$ cat src/rtl/mem_pkg.sv
// -----------------------------------------------------------------------------
// mem_pkg
// Shared definitions for the Memory block and its read/write paths.
//   - Default word, address and burst-length widths.
//   - Burst writer FSM state encodings.
// -----------------------------------------------------------------------------
package mem_pkg;

    localparam int MEM_DATA_W = 32;
    localparam int MEM_ADDR_W = 8;
    localparam int MEM_LEN_W  = 9;

    typedef enum logic [1:0] {
        ST_IDLE  = 2'd0,
        ST_WRITE = 2'd1,
        ST_DONE  = 2'd2
    } wr_state_e;

endpackage : mem_pkg

$ cat src/rtl/mem_burst_cnt.sv
// -----------------------------------------------------------------------------
// mem_burst_cnt
// Address / remaining-word counter for one write burst.
// Ports:
//   clock      in   system clock, rising edge
//   reset      in   asynchronous active-low reset
//   load       in   capture load_addr / load_len (command accepted)
//   step       in   one beat accepted: address +1 (wrapping), remaining -1
//   load_addr  in   burst start address
//   load_len   in   burst length in words
//   cur_addr   out  address of the next beat to be written
//   last       out  the next accepted beat is the final one of the burst
// -----------------------------------------------------------------------------
module mem_burst_cnt
    import mem_pkg::*;
#(
    parameter int ADDR_W = MEM_ADDR_W,
    parameter int LEN_W  = MEM_LEN_W
) (
    input  logic              clock,
    input  logic              reset,
    input  logic              load,
    input  logic              step,
    input  logic [ADDR_W-1:0] load_addr,
    input  logic [LEN_W-1:0]  load_len,
    output logic [ADDR_W-1:0] cur_addr,
    output logic              last
);

    logic [ADDR_W-1:0] cur_addr_r;
    logic [LEN_W-1:0]  remaining_r;

    // Address and remaining-word registers; the address wraps naturally at 2^ADDR_W.
    always_ff @(posedge clock or negedge reset) begin
        if (!reset) begin
            cur_addr_r  <= '0;
            remaining_r <= '0;
        end else if (load) begin
            cur_addr_r  <= load_addr;
            remaining_r <= load_len;
        end else if (step) begin
            cur_addr_r  <= cur_addr_r + ADDR_W'(1);
            remaining_r <= remaining_r - LEN_W'(1);
        end else begin
            cur_addr_r  <= cur_addr_r;
            remaining_r <= remaining_r;
        end
    end

    assign cur_addr = cur_addr_r;
    assign last     = (remaining_r == LEN_W'(1));

endmodule : mem_burst_cnt

$ cat src/rtl/mem_burst_writer.sv
// -----------------------------------------------------------------------------
// mem_burst_writer
// Turns a burst command (start address, word count) plus a streamed data
// channel into single-port RAM write cycles. One burst at a time; all
// memory-side outputs are registered (write latency = 1 cycle from acceptance).
// Ports:
//   clock, reset            clock (rising edge), async active-low reset
//   cmd_valid/ready         burst command handshake, cmd_addr / cmd_len payload
//   wr_valid/ready          data beat handshake, wr_data payload
//   mem_we/addr/wdata       RAM write port
//   busy                    burst in progress (cycle after accept .. done cycle)
//   done                    one-cycle pulse with the final write
//   words_written           beats written in the current / last burst
//   checksum                (only with MEM_BURST_WRITER_CHECKSUM_EN) running sum
//                           of accepted beats, modulo 2^DATA_W
// Configuration macro: MEM_BURST_WRITER_CHECKSUM_EN
// -----------------------------------------------------------------------------
module mem_burst_writer
    import mem_pkg::*;
#(
    parameter int DATA_W = MEM_DATA_W,
    parameter int ADDR_W = MEM_ADDR_W,
    parameter int LEN_W  = MEM_LEN_W
) (
    input  logic              clock,
    input  logic              reset,
    input  logic              cmd_valid,
    output logic              cmd_ready,
    input  logic [ADDR_W-1:0] cmd_addr,
    input  logic [LEN_W-1:0]  cmd_len,
    input  logic              wr_valid,
    output logic              wr_ready,
    input  logic [DATA_W-1:0] wr_data,
    output logic              mem_we,
    output logic [ADDR_W-1:0] mem_addr,
    output logic [DATA_W-1:0] mem_wdata,
    output logic              busy,
    output logic              done,
    output logic [LEN_W-1:0]  words_written
`ifdef MEM_BURST_WRITER_CHECKSUM_EN
    ,
    output logic [DATA_W-1:0] checksum
`endif
);

    wr_state_e         state_r;
    wr_state_e         state_nxt_s;
    logic              accept_cmd_s;
    logic              beat_s;
    logic [ADDR_W-1:0] cur_addr_s;
    logic              last_s;

    logic              mem_we_r;
    logic [ADDR_W-1:0] mem_addr_r;
    logic [DATA_W-1:0] mem_wdata_r;
    logic              busy_r;
    logic              done_r;
    logic [LEN_W-1:0]  words_written_r;

    assign accept_cmd_s = cmd_valid && (state_r == ST_IDLE);
    assign beat_s       = wr_valid && (state_r == ST_WRITE);

    mem_burst_cnt #(
        .ADDR_W (ADDR_W),
        .LEN_W  (LEN_W)
    ) u_cnt (
        .clock     (clock),
        .reset     (reset),
        .load      (accept_cmd_s),
        .step      (beat_s),
        .load_addr (cmd_addr),
        .load_len  (cmd_len),
        .cur_addr  (cur_addr_s),
        .last      (last_s)
    );

    // FSM state register.
    always_ff @(posedge clock or negedge reset) begin
        if (!reset) begin
            state_r <= ST_IDLE;
        end else begin
            state_r <= state_nxt_s;
        end
    end

    // FSM next-state logic; a zero-length command goes straight to DONE.
    always_comb begin
        state_nxt_s = state_r;
        case (state_r)
            ST_IDLE: begin
                if (accept_cmd_s) begin
                    state_nxt_s = (cmd_len == LEN_W'(0)) ? ST_DONE : ST_WRITE;
                end else begin
                    state_nxt_s = ST_IDLE;
                end
            end
            ST_WRITE: begin
                if (beat_s && last_s) begin
                    state_nxt_s = ST_DONE;
                end else begin
                    state_nxt_s = ST_WRITE;
                end
            end
            ST_DONE: begin
                state_nxt_s = ST_IDLE;
            end
            default: begin
                state_nxt_s = ST_IDLE;
            end
        endcase
    end

    // Registered memory-side and status outputs. done/busy are derived from
    // the next state so they line up with the final registered write.
    always_ff @(posedge clock or negedge reset) begin
        if (!reset) begin
            mem_we_r        <= 1'b0;
            mem_addr_r      <= '0;
            mem_wdata_r     <= '0;
            busy_r          <= 1'b0;
            done_r          <= 1'b0;
            words_written_r <= '0;
        end else begin
            mem_we_r <= beat_s;
            if (beat_s) begin
                mem_addr_r  <= cur_addr_s;
                mem_wdata_r <= wr_data;
            end
            busy_r <= (state_nxt_s != ST_IDLE);
            done_r <= (state_nxt_s == ST_DONE);
            if (accept_cmd_s) begin
                words_written_r <= '0;
            end else if (beat_s) begin
                words_written_r <= words_written_r + LEN_W'(1);
            end
        end
    end

`ifdef MEM_BURST_WRITER_CHECKSUM_EN
    logic [DATA_W-1:0] checksum_r;

    // Running modulo-2^DATA_W sum of accepted beats, cleared per command.
    always_ff @(posedge clock or negedge reset) begin
        if (!reset) begin
            checksum_r <= '0;
        end else if (accept_cmd_s) begin
            checksum_r <= '0;
        end else if (beat_s) begin
            checksum_r <= checksum_r + wr_data;
        end else begin
            checksum_r <= checksum_r;
        end
    end

    assign checksum = checksum_r;
`endif

    // Handshake readies decode straight from the state register.
    assign cmd_ready     = (state_r == ST_IDLE);
    assign wr_ready      = (state_r == ST_WRITE);

    assign mem_we        = mem_we_r;
    assign mem_addr      = mem_addr_r;
    assign mem_wdata     = mem_wdata_r;
    assign busy          = busy_r;
    assign done          = done_r;
    assign words_written = words_written_r;

endmodule : mem_burst_writer

$ cat config.mk
export PLATFORM = sky130hd
export DESIGN_NAME = mem_burst_writer
export DESIGN_NICKNAME = d
export VERILOG_FILES = /design/src/rtl/mem_pkg.sv /design/src/rtl/mem_burst_cnt.sv /design/src/rtl/mem_burst_writer.sv
export SDC_FILE = /design/constraint.sdc
export NUM_CORES = 1
export LEC_CHECK = 0
export ABC_AREA = 1
export CAP_MARGIN = 30
export CORE_ASPECT_RATIO = 1.1
export CORE_MARGIN = 10
export CORE_UTILIZATION = 25
export DETAILED_ROUTE_END_ITERATION = 16
export SYNTH_ARGS = -nofsm -noshare
export SYNTH_HDL_FRONTEND = slang
export SYNTH_SLANG_ARGS = --single-unit
$ cat constraint.sdc
create_clock -name clock -period 1.4 [get_ports clock]
set_input_delay 0.21 -clock clock [delete_from_list [all_inputs] [get_ports clock]]
set_output_delay 0.21 -clock clock [all_outputs]
set_load 0.05 [all_outputs]
==> results.json, run 1 <==
{
  "reg2regPathDepth": 6,
  "power_density_nw_per_um2": 2230,
  "r2r-start": "u_cnt.remaining_r[3]",
  "fmax_mhz": 736,
  "worstPathArrival_ns": 1.15,
  "synth_nets": 461,
  "vdd_ir_drop_max_v": 0.00112,
  "hold_viol": 0,
  "h-tree-depth": 3,
  "end_kind": "primary output",
  "synth-seq-area-share": 0.538,
  "vias": 3082,
  "final_cell_mix": "nand2_1, dfrtp_1, buf_12, clkdlybuf4s50_1, inv_1",
  "ant_nets": 0,
  "post-route-min-period_ns": 1.36,
  "worstSetupPathType": "reg -> out",
  "drc": 0,
  "fin_cells": 690,
  "cts-root-buf": "clkbuf_16",
  "fill_cells": 1206,
  "mostFrequentLayoutCell": "nand2_1",
  "avgSynthCellArea_um2": 8.17,
  "cp_cell_sequence": "nor2_4 -> buf_4 -> buf_12",
  "p_leak_nw": 2.64,
  "hold_class": "in -> async",
  "gp_congestion": 0.843,
  "totalWireLength_um": 10100,
  "r2r_slack_ns": 0.06,
  "grt_max_degree": 38,
  "antenna_found_initial": 0,
  "slew_viol_final": 0,
  "critical-path-slowest-cell": "dfrtp_1",
  "first_pass_iters": 4,
  "num_io_pins": 107,
  "io_buffers": 106,
  "holdWs_ns": 0.354,
  "ys_warn_count": 0,
  "drv_cap": 0,
  "drive_gt1_frac": 0.193,
  "syn_area_um2": 3300,
  "finalSetupViolations": 0,
  "r2r-end": "u_cnt.remaining_r[8]",
  "grt_pass1_wl_um": 16300,
  "synth_cells": 404,
  "fin_worst_skew_ns": 0.00499,
  "clk_latency_ns": 0.33,
  "rsz0062_at_grt": "yes",
  "rows": 43,
  "routed_via_density": 4.47,
  "grtUsageTotal": 0.112,
  "die_w_um": 130,
  "crit_start": "state_r[1]",
  "ctsLongestPathBuffers": 2,
  "cts_tree": "built",
  "core_area_um2": 12800,
  "path_delay_family": "flip-flops",
  "crit_path_start_kind": "register",
  "drt_iter0_drc": 197,
  "clk_pin_slew_ns": 0.05,
  "diodes": 0,
  "cts_made_buffers": 9,
  "die_y_um": 141,
  "synth.distinct_cells": 29,
  "slew-limit-headroom": 0.734,
  "place_inst": 674,
  "cp.required_ns": 1.19,
  "final_nets": 587,
  "power_mw": 12.3,
  "grt_pass1_vias": 3189,
  "final.period_utilization": 0.970,
  "outcome": "finished clean",
  "crit_fanout": 3,
  "synth-seq-cells": 71,
  "detailed_place_hpwl_um": 7850,
  "die_area_um2": 18200,
  "crit_buf_inv": 2,
  "start_util": 0.259,
  "gr-total-overflow": 0,
  "cp_slowest_stage_delay_ns": 0.44,
  "routedWlPerCell_um": 14.6,
  "clock_sinks": 71,
  "worstMarginPinSlew_ns": 0.399,
  "syn2layout_area_growth_pct": 67.2
}
synthesized netlist by cell type:
library cell	instances	area share
buf_2	2	0.0030
nor3_1	1	0.0015
or2_0	1	0.0019
o211ai_1	6	0.014
nand3_1	24	0.036
nand3b_1	1	0.0023
nand4_1	9	0.017
a22o_1	1	0.0027
nand2_2	1	0.0019
dfrtp_1	71	0.54
o21ai_1	3	0.0045
or2_2	2	0.0038
o31ai_1	2	0.0045
o21ai_0	14	0.021
nand3_4	1	0.0053
xor2_1	4	0.011
nor2_1	21	0.024
buf_4	4	0.0091
nand2_1	183	0.21
ha_1	4	0.015
o221ai_1	1	0.0027
buf_6	4	0.014
clkbuf_1	3	0.0034
inv_1	30	0.034
nand2_4	1	0.0034
a21oi_1	3	0.0045
inv_2	3	0.0034
nor2_2	1	0.0019
xnor2_1	3	0.0080
sequential cells by signal, summed over array words and instances (netlist names):
name,flops
mem_addr,8
mem_we,1
state_r,2
busy,1
mem_wdata,32
done,1
u_cnt.cur_addr,8
words_written,9
u_cnt.remaining_r,9
cell type report:
class	count	area [µm²]	share of cell area
multi-input cells	287	1330	0.240
flip-flops and latches	71	1780	0.323
clock inverters	1	5.00	0.000907
repair buffers	128	1820	0.331
clock buffers	13	260	0.0472
well taps	157	196	0.0356
inverters	33	126	0.0229
per-stage QoR:
stage | utilization | setup TNS, ns | worst slack (ns) | area [µm²]
after floorplan | - | 0 | 0.00506 | 3320
after global placement | 0.409 | -2.44 | -0.0819 | 5220
after detailed placement | 0.409 | -3.57 | -0.128 | 5220
after CTS | 0.431 | 0 | 0.00664 | 5490
after global routing | 0.433 | -0.0146 | -0.0146 | 5520
final | 0.433 | 0 | 0.0419 | 5520
layer usage:
layer | GRT usage | wire length [µm] | share of wire
met5 | 0 | 0 | 0
met4 | 0.0373 | 132 | 0.013
met3 | 0.0578 | 1010 | 0.10
met2 | 0.183 | 5010 | 0.50
met1 | 0.124 | 3910 | 0.39
report_power, final:
part	switching (mW)	leakage, nW	total, mW	internal [mW]
logic	3.58	1.63	6.58	3.00
clock network	0.805	0.132	2.08	1.27
registers	0.840	0.879	3.65	2.80
total	5.22	2.64	12.3	7.08
cell families after synthesis:
family,after synthesis,share of synthesized area
buffers and inverters,46,0.0667
flip-flops,71,0.538
AND/OR/NAND/NOR,246,0.307
XOR/XNOR,7,0.0186
AO/OA/AOI/OAI,30,0.0538
adder cells (fa/ha/maj),4,0.0152
worst max path at each step:
stage | endpoint | depth (start not counted) | slack, ns
floorplan | u_cnt.cur_addr[4] | 6 | 0.005
global placement | mem_wdata[12] | 6 | -0.08
detailed placement | mem_wdata[20] | 6 | -0.13
CTS | wr_ready | 3 | 0.007
global route | cmd_ready | 3 | -0.01
finish | cmd_ready | 3 | 0.04
what timing repair did:
| action | CTS | global route |
|---|---|---|
| hold buffers | 1 | 0 |
| resized for setup | 1 | 6 |
| endpoints found under the setup margin | 2 | 14 |
| endpoints found under the hold margin | 25 | 0 |
| setup buffers | 0 | 1 |
| pin swaps | 0 | 0 |
No activity file was read; power rests on OpenSTA's default activity.
==> inputs of run 2 (changes only) <==
==> constraint.sdc (replaced) <==
create_clock -name clock -period 1.6 [get_ports clock]
set_input_delay 0.24 -clock clock [delete_from_list [all_inputs] [get_ports clock]]
set_output_delay 0.24 -clock clock [all_outputs]
set_load 0.05 [all_outputs]
==> run 2 against run 1 <==
Clock power shrank 6%. Sequential share of layout area grew 4.2 points. Global-route usage shrank 0.59 points. Power shrank 22%. Sequential power shrank 19%. Clock skew grew 0.0026 ns. Setup slack gained 0.12 ns. Design area shrank 12%. Die area is the same. Combinational power shrank 29%. Register-to-register slack gained 0.17 ns. Sequential cell count is the same. Critical path type unchanged. Critical endpoint is now wr_ready.
==> results.json, run 2 (synthesis gave the netlist of run 1 again) <==
{
  "first_pass_iters": 4,
  "drv_cap": 0,
  "placed_cell_area_um2": 4570,
  "slew-limit-headroom": 0.733,
  "holdWs_ns": 0.390,
  "vdd_ir_drop_max_v": 0.000775,
  "drc": 0,
  "die_y_um": 141,
  "p_leak_nw": 2.41,
  "cp.required_ns": 1.36,
  "routed_via_density": 4.38,
  "gp_congestion": 0.819,
  "clk_pin_slew_ns": 0.06,
  "worstMarginPinSlew_ns": 0.400,
  "mostFrequentLayoutCell": "nand2_1",
  "fmax_mhz": 695,
  "reg2regPathDepth": 6,
  "grt_pass1_vias": 3092,
  "grt_max_degree": 42,
  "crit_fanout": 3,
  "post_cts_buffers": 0,
  "cts_made_buffers": 9,
  "r2r-start": "state_r[1]",
  "cts_tree": "built",
  "post-route-cell-area_um2": 4870,
  "fill_cells": 1274,
  "setup_tns_ns": 0,
  "diodes": 0,
  "rows": 43,
  "ant_nets": 0,
  "start_util": 0.259,
  "rsz0062_at_grt": "no",
  "place_inst": 668,
  "final_util": 0.382,
  "gr-total-overflow": 0,
  "drive_gt1_frac": 0.178,
  "fin_cells": 684,
  "finalSetupViolations": 0,
  "detailed_place_hpwl_um": 7560,
  "slew_viol_final": 0,
  "grt_pass1_wl_um": 15500,
  "cts-root-buf": "clkbuf_16",
  "core_area_um2": 12800,
  "clock_sinks": 71,
  "worstPathArrival_ns": 1.20,
  "totalWireLength_um": 9640,
  "post-route-min-period_ns": 1.44,
  "outcome": "finished clean",
  "final.period_utilization": 0.899,
  "ctsLongestPathBuffers": 2,
  "antenna_found_initial": 0,
  "hold_class": "in -> async",
  "fin_worst_skew_ns": 0.00759,
  "crit_path_start_kind": "register",
  "num_io_pins": 107,
  "vias": 2994,
  "final_cell_mix": "nand2_1, dfrtp_1, buf_4, clkdlybuf4s50_1, inv_1",
  "clk_latency_ns": 0.34,
  "hold_viol": 0,
  "setup_ws_ns": 0.161,
  "syn2layout_area_growth_pct": 47.6,
  "routedWlPerCell_um": 14.1,
  "final_nets": 580,
  "io_buffers": 106,
  "drt_iter0_drc": 167,
  "largest_reg_flops": 32,
  "worstSetupPathType": "reg -> out",
  "dp_slack_ns": 0.00417,
  "power_mw": 9.59,
  "grtUsageTotal": 0.107,
  "r2r-end": "u_cnt.cur_addr[6]",
  "die_w_um": 130,
  "h-tree-depth": 3,
  "end_kind": "primary output",
  "power_density_nw_per_um2": 1970,
  "die_area_um2": 18200,
  "r2r_slack_ns": 0.23
}
## run 2: power breakdown
| group | switching [mW] | total (mW) | internal [mW] | leakage [nW] |
|---|---|---|---|---|
| Clock | 0.756 | 1.95 | 1.19 | 0.133 |
| Combinational | 3.07 | 4.67 | 1.60 | 1.40 |
| Sequential | 0.526 | 2.97 | 2.45 | 0.882 |
| Total | 4.35 | 9.59 | 5.24 | 2.41 |
## run 2: critical path: stages (launching register included)
cell,delay [ns]
dfrtp_1,0.44
inv_1,0.07
nor2_2,0.19
buf_12,0.17
## run 2: worst max-delay path by stage
| stage | startpoint | to | slack (ns) | cells past startpoint |
|---|---|---|---|---|
| 3_3_place_gp | wr_valid | mem_wdata[25] | 0.06 | 6 |
| 6_report | state_r[0] | wr_ready | 0.16 | 3 |
| 3_5_place_dp | wr_valid | u_cnt.cur_addr[6] | 0.004 | 6 |
| 5_1_grt | state_r[0] | wr_ready | 0.09 | 3 |
| 4_1_cts | state_r[0] | wr_ready | 0.06 | 3 |
| 2_1_floorplan | words_written[0] | words_written[4] | 0.12 | 6 |
## run 2: area by class of cell
type	count	area, µm²	share of cell area
clock inverter	6	62.6	0.0128
timing repair buffer	121	1180	0.241
multi-input combinational	287	1310	0.269
tap	157	196	0.0403
clock buffer	9	225	0.0462
sequential	71	1780	0.365
inverter	33	124	0.0254
## run 2: metal layers
metal	global-route usage	vias up	wire (µm)
met3	0.0404	9	696
li1	-	1502	-
met2	0.180	81	4880
met4	0.0391	0	124
met1	0.119	1402	3940
met5	0	-	0
## run 2: what timing repair did
item                       CTS  global route
gates resized for setup      0             1
hold endpoints to repair    30             0
hold buffers                 1             0
setup endpoints to repair    0             1
